**src/rtl/gba_audio_pwm_sampler.sv**
```systemverilog
// gba_audio_pwm_sampler: GBA PWM audio pins to signed 16-bit stereo PCM on a valid/ready interface.
// Define AUDIO_AVG4_EN to add a per-channel 4-tap moving average (one extra cycle of latency).
module gba_audio_pwm_sampler #(
  parameter int CLK_FREQ0   = 74250000,
  parameter int CLK_FREQ1   = 73660000,
  parameter int SAMPLE_RATE = 48000,
  parameter int CNT_W       = 12,
  parameter int OUT_SHIFT   = 4
) (
  input  logic               pxlClk,
  input  logic               rst,
  input  logic               framerate,
  input  logic               audioLIn,
  input  logic               audioRIn,
  output logic signed [15:0] sampleL,
  output logic signed [15:0] sampleR,
  output logic               sampleValid,
  input  logic               sampleReady,
  output logic               overrun
);
  localparam int FMAX  = CLK_FREQ0 > CLK_FREQ1 ? CLK_FREQ0 : CLK_FREQ1;
  localparam int ACC_W = $clog2(2 * FMAX + 1);
  localparam int C_W   = CNT_W + 2;
  localparam int SW    = C_W + OUT_SHIFT;
  localparam logic [CNT_W-1:0] CNT_MAX = '1;
  localparam logic signed [SW-1:0] S_MAX = SW'(32767);
  localparam logic signed [SW-1:0] S_MIN = SW'(-32768);

  function automatic logic signed [15:0] sat(input logic signed [C_W-1:0] c);
    logic signed [SW-1:0] s;
    s = SW'(c) <<< OUT_SHIFT;
    return s > S_MAX ? 16'sh7fff : s < S_MIN ? 16'sh8000 : s[15:0];
  endfunction

  logic [1:0]             sync_l_q, sync_l_d, sync_r_q, sync_r_d;
  logic                   fr_q, fr_d, fr_chg, tick;
  logic [ACC_W-1:0]       acc_q, acc_d, acc_sum, f_sel;
  logic [CNT_W-1:0]       win_q, win_d, hl_q, hl_d, hr_q, hr_d, win_inc, hl_inc, hr_inc;
  logic                   v1_q, v1_d;
  logic signed [C_W-1:0]  cl_q, cl_d, cr_q, cr_d;
  logic signed [15:0]     sample_l_q, sample_l_d, sample_r_q, sample_r_d, new_l, new_r;
  logic                   valid_q, valid_d, ov_q, ov_d, load;
`ifdef AUDIO_AVG4_EN
  logic                   v2_q, v2_d;
  logic signed [15:0]     sl_q, sl_d, sr_q, sr_d;
  logic signed [15:0]     hist_l_q [3], hist_l_d [3], hist_r_q [3], hist_r_d [3];
  logic signed [17:0]     sum_l, sum_r;
`endif

  always_comb begin
    sync_l_d = {sync_l_q[0], audioLIn};
    sync_r_d = {sync_r_q[0], audioRIn};
    fr_d     = framerate;
    fr_chg   = framerate != fr_q;
    f_sel    = framerate ? ACC_W'(CLK_FREQ1) : ACC_W'(CLK_FREQ0);
    acc_sum  = acc_q + ACC_W'(SAMPLE_RATE);
    tick     = !fr_chg && acc_sum >= f_sel;
    acc_d    = fr_chg ? '0 : tick ? acc_sum - f_sel : acc_sum;
    // the tick cycle itself belongs to the closing window
    win_inc  = win_q == CNT_MAX ? win_q : win_q + CNT_W'(1);
    hl_inc   = sync_l_q[1] && hl_q != CNT_MAX ? hl_q + CNT_W'(1) : hl_q;
    hr_inc   = sync_r_q[1] && hr_q != CNT_MAX ? hr_q + CNT_W'(1) : hr_q;
    win_d    = fr_chg || tick ? '0 : win_inc;
    hl_d     = fr_chg || tick ? '0 : hl_inc;
    hr_d     = fr_chg || tick ? '0 : hr_inc;
    v1_d     = tick;
    cl_d     = tick ? $signed({1'b0, hl_inc, 1'b0}) - $signed({2'b00, win_inc}) : cl_q;
    cr_d     = tick ? $signed({1'b0, hr_inc, 1'b0}) - $signed({2'b00, win_inc}) : cr_q;
`ifdef AUDIO_AVG4_EN
    v2_d     = v1_q;
    sl_d     = v1_q ? sat(cl_q) : sl_q;
    sr_d     = v1_q ? sat(cr_q) : sr_q;
    sum_l    = 18'(sl_q) + 18'(hist_l_q[0]) + 18'(hist_l_q[1]) + 18'(hist_l_q[2]);
    sum_r    = 18'(sr_q) + 18'(hist_r_q[0]) + 18'(hist_r_q[1]) + 18'(hist_r_q[2]);
    new_l    = 16'(sum_l >>> 2);
    new_r    = 16'(sum_r >>> 2);
    load     = v2_q;
    hist_l_d = fr_chg ? '{default: '0} : v2_q ? '{sl_q, hist_l_q[0], hist_l_q[1]} : hist_l_q;
    hist_r_d = fr_chg ? '{default: '0} : v2_q ? '{sr_q, hist_r_q[0], hist_r_q[1]} : hist_r_q;
`else
    new_l    = sat(cl_q);
    new_r    = sat(cr_q);
    load     = v1_q;
`endif
    // a load with a simultaneous transfer replaces the consumed pair without overrun
    sample_l_d = load ? new_l : sample_l_q;
    sample_r_d = load ? new_r : sample_r_q;
    valid_d    = load || (valid_q && !sampleReady);
    ov_d       = ov_q || (load && valid_q && !sampleReady);
  end

  always_ff @(posedge pxlClk) begin
    if (rst) begin
      sync_l_q   <= '0;
      sync_r_q   <= '0;
      fr_q       <= 1'b0;
      acc_q      <= '0;
      win_q      <= '0;
      hl_q       <= '0;
      hr_q       <= '0;
      v1_q       <= 1'b0;
      cl_q       <= '0;
      cr_q       <= '0;
      sample_l_q <= '0;
      sample_r_q <= '0;
      valid_q    <= 1'b0;
      ov_q       <= 1'b0;
`ifdef AUDIO_AVG4_EN
      v2_q       <= 1'b0;
      sl_q       <= '0;
      sr_q       <= '0;
      hist_l_q   <= '{default: '0};
      hist_r_q   <= '{default: '0};
`endif
    end else begin
      sync_l_q   <= sync_l_d;
      sync_r_q   <= sync_r_d;
      fr_q       <= fr_d;
      acc_q      <= acc_d;
      win_q      <= win_d;
      hl_q       <= hl_d;
      hr_q       <= hr_d;
      v1_q       <= v1_d;
      cl_q       <= cl_d;
      cr_q       <= cr_d;
      sample_l_q <= sample_l_d;
      sample_r_q <= sample_r_d;
      valid_q    <= valid_d;
      ov_q       <= ov_d;
`ifdef AUDIO_AVG4_EN
      v2_q       <= v2_d;
      sl_q       <= sl_d;
      sr_q       <= sr_d;
      hist_l_q   <= hist_l_d;
      hist_r_q   <= hist_r_d;
`endif
    end
  end

  assign sampleL     = sample_l_q;
  assign sampleR     = sample_r_q;
  assign sampleValid = valid_q;
  assign overrun     = ov_q;
endmodule

```
**config.mk**
```make
export PLATFORM = sky130hd
export DESIGN_NAME = gba_audio_pwm_sampler
export DESIGN_NICKNAME = d
export VERILOG_FILES = /design/src/rtl/gba_audio_pwm_sampler.sv
export SDC_FILE = /design/constraint.sdc
export NUM_CORES = 1
export LEC_CHECK = 0
export BUFFER_PORTS_ARGS = -buffer_cell sky130_fd_sc_hd__buf_2
export CORE_UTILIZATION = 56
export CTS_CLUSTER_DIAMETER = 30
export DETAILED_ROUTE_END_ITERATION = 7
export GPL_TIMING_DRIVEN = 0
export PLACE_DENSITY = 0.74
export SLEW_MARGIN = 20
export SYNTH_ARGS = -nofsm -noshare
export SYNTH_HDL_FRONTEND = slang
export SYNTH_SLANG_ARGS = --single-unit
```
**constraint.sdc**
```tcl
create_clock -name pxlClk -period 4 [get_ports pxlClk]
set_input_delay 0.8 -clock pxlClk [delete_from_list [all_inputs] [get_ports pxlClk]]
set_output_delay 0.8 -clock pxlClk [all_outputs]
set_load 0.005 [all_outputs]
```
After elaboration in Yosys (flattened, before gate mapping) --
Index checks and enable logic that the tools add are counted.
Storage, ports and cells: register bits after elaboration 132, input port bits 6, output and inout port bits 34
Cells by class: add/subtract/negate cells 7, order comparisons 5, eq/ne operators 4, mux-type cells 9, reductions and logical operators 13
Operator list (count):
- two-way mux 16 bit | 4
- adder 12 x 1 -> 12 bit (second input constant) | 3
- > comparator 18 x 16 -> 1 bit (second input constant) | 2
- < comparator 18 x 16 -> 1 bit (second input constant) | 2
- two-way mux 12 bit | 3
- adder 28 x 16 -> 28 bit (second input constant) | 1
- >= comparator 28 x 27 -> 1 bit | 1
- two-way mux 28 bit | 1
- subtractor 13 x 12 -> 14 bit | 2
- subtractor 28 x 27 -> 28 bit | 1
- inequality test 12 bit (second input constant) | 2
- two-way mux 20 bit | 1
- equality test 12 bit (second input constant) | 1
- logical AND 1 bit | 6
- OR reduction 2 bit | 2
- logical OR 1 bit | 3
- zero test 1 bit | 2
- inequality test 1 bit | 1

Depth between registers and ports, before layout --
depth in word-level cells 5, mapped depth 19, depth with buffers taken out 17

Worst setup path after synthesis --
OpenSTA, ideal clock, no wires.
path type flip-flop to flip-flop, start point register win_q[0], end point register cl_q[11], library setup time 0.132 ns, data arrival time 3.969 ns, setup slack -0.101 ns, cell stages (with the launch flop) 17, buffers on the path 1, cell sequence dfxtp_1 > ha_1 > nand3_1 > or2_2 > clkbuf_1 > nor2_1 > mux2i_1 > ha_1 > and3_1 > a22o_1 > a211oi_1 > a211o_1 > o21ai_0 > a311o_1 > or2_2 > nand3_1 > a21oi_1
On the way: longest elaborated chain between the ends 3, elaborated cells between the ends (all ways) 4, classes of those cells 2 x add/sub; 1 x eq/ne; 1 x mux
RTL lines:
- from (decl) | RTL line 38 | logic [CNT_W-1:0] win_q, win_d, hl_q, hl_d, hr_q, hr_d, win_inc, hl_inc, hr_inc;
- from (signal assigned) | RTL line 120 | win_q <= win_d;
- adder 12 x 1 -> 12 bit / equality test 12 bit (equally long branches) | RTL line 60 | win_inc = win_q == CNT_MAX ? win_q : win_q + CNT_W'(1);
- two-way mux 12 bit (*) | RTL line 60
- subtractor 13 x 12 -> 14 bit (*) | RTL line 67 | cl_d = tick ? $signed({1'b0, hl_inc, 1'b0}) - $signed({2'b00, win_inc}) : cl_q;
- to (signal assigned) | RTL line 124 | cl_q <= cl_d;
- to (decl) | RTL line 40 | logic signed [C_W-1:0] cl_q, cl_d, cr_q, cr_d;
Every way passes the cells marked *; elsewhere a longest branch is shown, timed or not. A chain may end at the register's enable or synchronous reset.

Worst setup path after layout --
start point register acc_q[7], end point register acc_q[10]
On the way: longest elaborated chain between the ends 4, elaborated cells between the ends (all ways) 5, classes of those cells 2 x add/sub; 1 x order compare; 1 x mux; 1 x reduce/logical
RTL lines:
- from (decl) | RTL line 37 | logic [ACC_W-1:0] acc_q, acc_d, acc_sum, f_sel;
- from (signal assigned) | RTL line 97 | acc_q <= '0;
- from (signal assigned) | RTL line 119 | acc_q <= acc_d;
- adder 28 x 16 -> 28 bit (*) | RTL line 56 | acc_sum = acc_q + ACC_W'(SAMPLE_RATE);
- >= comparator 28 x 27 -> 1 bit | RTL line 57 | tick = !fr_chg && acc_sum >= f_sel;
- logical AND 1 bit | RTL line 57
- two-way mux 28 bit (*) | RTL line 58 | acc_d = fr_chg ? '0 : tick ? acc_sum - f_sel : acc_sum;
Marked as above.

==> qor.txt <==
kind of critical path = flip-flop to flip-flop
clock root buffer = clkbuf_16
RD Place Congestion = 0.922
DIE AREA = 13,000 um2
Final Routed Wirelength = 18,700 um
critical path fanouts, max = 6
Final nets = 985
reg2reg setup slack = -0.13 ns
Vias = 6,534
setup violators final = 30
total clock sinks = 121
YS warnings = 0
area grow syn2layout = 23.2%
critical path data required time = 4.36 ns
largest net degree at the start of global routing = 17
Rel. slew slack = 0.338
worst r2r src = acc_q[7]$_SDFF_PP0_
WL met1 = 8680 um
fin crit period = 4.13 ns
number of port buffers = 38
area leader, netlist = dfxtp_1
max-slew violations = 0
most frequent cells in the layout = 118 x dfxtp_1, 85 x nand2_1, 78 x nor2_1, 58 x a21oi_1, 51 x xnor2_1
pre-CTS WS = -1.02 ns
Setup crit end kind = flip-flop
Antenna Cells = 0
Psw = 0.888 mW
area of the core = 12,100 um2
Critical Path Start Type = flip-flop
flops & latches, synth = 121
Synth Area per Inst = 8.16 um2
syn_nets = 903
post-synthesis cell type count = 66
Final Worst Setup Slack = -0.133 ns
first-pass GRT wire length = 29,000 um
Rows = 40
Fillers = 916
I/O pin count = 40
Fmax = 242 MHz
total gr overflow = 0
P_int = 2.40 mW
routed wl met3 = 1150 um
LEAKAGE = 3.39 nW
RSZ-0062 raised after global routing = yes
CTS H-tree lvls = 4
crit path capture = acc_q[10]$_SDFF_PP0_
vias in the first global route = 6,033
hpwl dp = 12,800 um
Chip Height = 114 um
Worst Clk Skew = 0.00854 ns
Worst Path Arrival = 4.49 ns
Seq pwr share = 0.377
crit path from = acc_q[7]$_SDFF_PP0_
Post-Syn Area = 7020 um2
wire length on met2 = 8410 um
antenna violations before repair = 0
Worst-Skew Late Latency = 0.43 ns
CTS tree = yes
clk buf depth = 2
final antenna-violating net count = 0
hold crit path type = flip-flop to flip-flop
status = finished, violations left
Total GRT Usage = 0.284
synth top area cells = dfxtp_1 35%, xnor2_1 6.5%, ha_1 6.1%, a21oi_1 5.1%, nand2_1 5.0%
switching portion of total power = 0.270
DR pass1 iterations = 6
Final Core Density = 0.714
Die Wd = 114 um
Initial Utilization = 0.579
number of max-cap violations = 0
async set-reset flop share out of synthesis = 0
Clk pwr share = 0.470
Most used DFF post-synth = dfxtp_1
cts bufs inserted = 17
Hold Fails Final Rpt = 0
leading cell type in the layout, fill and taps excluded = dfxtp_1
r2r worst-path depth = 20
sequential fraction of the synthesis area = 0.345
# DRC = 0
Slew @ Worst Pin = 0.985 ns
vias per inst = 5.82
Gate power share = 0.153
post-DR wirelength/cell = 16.6 um
Detailed Route Iter0 Violations = 652
post-synth top area share = 0.345
failing checks = setup timing
Gate Count Post-Synth = 860
Post-synth EDFFs = 0
Worst-path clk slew = 0.06 ns
PwrDens = 380 nW/um2
R2R Path End = acc_q[10]$_SDFF_PP0_
DR top layer = met4
Final period util = 1.03
share of cells above drive strength 1 = 0.196
VDD IR-drop max = 0.242 mV
-- through the flow --
stage	TNS, ns	std cells	area, um2	hold WS, ns	total power, mW
floorplan	0	860	7020	0.414	1.59
global placement	-63.55	1066	7420	0.423	1.66
detailed placement	-66.96	1066	7420	0.441	1.67
CTS	0	1108	8270	0.454	3.24
global route	-10.97	1123	8640	0.462	3.40
finish	-2.50	1123	8640	0.448	3.28
-- state kept, by name, indices dropped and copies added, names as in the netlist, 12 cells and up --
register / cells
hl_q: 12
cr_q: 13
acc_q: 24
hr_q: 12
sampleR: 13
sampleL: 13
win_q: 12
cl_q: 14
-- power by group through the flow --
| stage | combinational [mW] | clock, mW | sequential, mW |
|---|---|---|---|
| 2_1_floorplan | 0.332 | 0 | 1.26 |
| 3_3_place_gp | 0.403 | 0 | 1.26 |
| 3_5_place_dp | 0.414 | 0 | 1.26 |
| 4_1_cts | 0.449 | 1.55 | 1.24 |
| 5_1_grt | 0.544 | 1.61 | 1.24 |
| 6_report | 0.503 | 1.54 | 1.24 |
-- per-layer routing --
| metal | GRT usage | vias up |
|---|---|---|
| li1 | - | 3170 |
| met1 | 0.388 | 3075 |
| met2 | 0.439 | 251 |
| met3 | 0.0590 | 38 |
| met4 | 0.111 | 0 |
| met5 | 0 | - |
-- Yosys cell counts, types with 4 or more instances --
library cell  count
dfxtp_1         121
nand2_1          93
nor2_1           80
a21oi_1          72
xnor2_1          52
o21ai_0          42
ha_1             34
nor2b_1          33
inv_1            30
nand2b_1         27
clkbuf_1         23
nand3_1          23
nor3_1           21
xor2_1           19
mux2i_1          15
nand4_1          14
buf_2            11
or3_1            11
and3_1           10
a211oi_1          9
a31oi_1           8
buf_4             8
nand3b_1          8
a21o_1            7
o211ai_1          6
or2_2             6
and2_1            5
and4_1            5
o21a_1            5
a21boi_0          4
o21bai_1          4
-- kinds of logic after synthesis --
family,share of synthesized area
buffers and inverters,0.0496
multiplexers,0.0230
XOR/XNOR,0.0886
AND/OR/NAND/NOR,0.254
flip-flops,0.345
adder cells (fa/ha/maj),0.0692
AO/OA/AOI/OAI,0.171
-- worst min path at each step --
stage          depth (start not counted)                   start                      to  slack, ns
6_report                               1  sync_r_q[0]$_SDFF_PP0_  sync_r_q[1]$_SDFF_PP0_       0.45
5_1_grt                                1  sync_r_q[0]$_SDFF_PP0_  sync_r_q[1]$_SDFF_PP0_       0.46
4_1_cts                                2    cr_q[8]$_SDFFE_PP0P_    cr_q[8]$_SDFFE_PP0P_       0.45
3_5_place_dp                           1  sync_r_q[0]$_SDFF_PP0_  sync_r_q[1]$_SDFF_PP0_       0.44
3_3_place_gp                           1  sync_r_q[0]$_SDFF_PP0_  sync_r_q[1]$_SDFF_PP0_       0.42
2_1_floorplan                          1  sync_l_q[0]$_SDFF_PP0_  sync_l_q[1]$_SDFF_PP0_       0.41
-- final cells by class --
type,instances,area [um2],share of cell area
Multi-Input combinational cell,664,4560,0.528
Buffer,43,320,0.0371
Timing Repair Buffer,65,409,0.0473
Sequential cell,121,2430,0.281
Tap cell,168,210,0.0243
Inverter,30,120,0.0139
Clock buffer,21,460,0.0533
Clock inverter,11,136,0.0158
-- what timing repair did --
| action | in CTS | in global routing |
|---|---|---|
| gates resized for setup | 39 | 73 |
| setup endpoints to repair | 87 | 87 |
| hold buffers | 0 | 0 |
| pin swaps | 10 | 31 |
| setup buffers | 12 | 15 |
| gates cloned | 0 | 0 |
-- critical path: stages, from the launching register on --
cell and delay, ns:
dfxtp_2 0.32, buf_6 0.13, inv_6 0.06, ha_4 0.14, nand2b_4 0.07, a2111oi_4 0.46, buf_4 0.19, or2_1 0.11
buf_6 0.13, xnor2_4 0.09, ha_4 0.30, nand2_2 0.06, nor3_2 0.19, o21ai_1 0.11, o311a_1 0.41, o311ai_4 0.41
buf_6 0.22, buf_6 0.12, a31oi_4 0.08, a211oi_2 0.26, mux2i_1 0.19
Note: power is estimated with default switching activity, not from simulation.
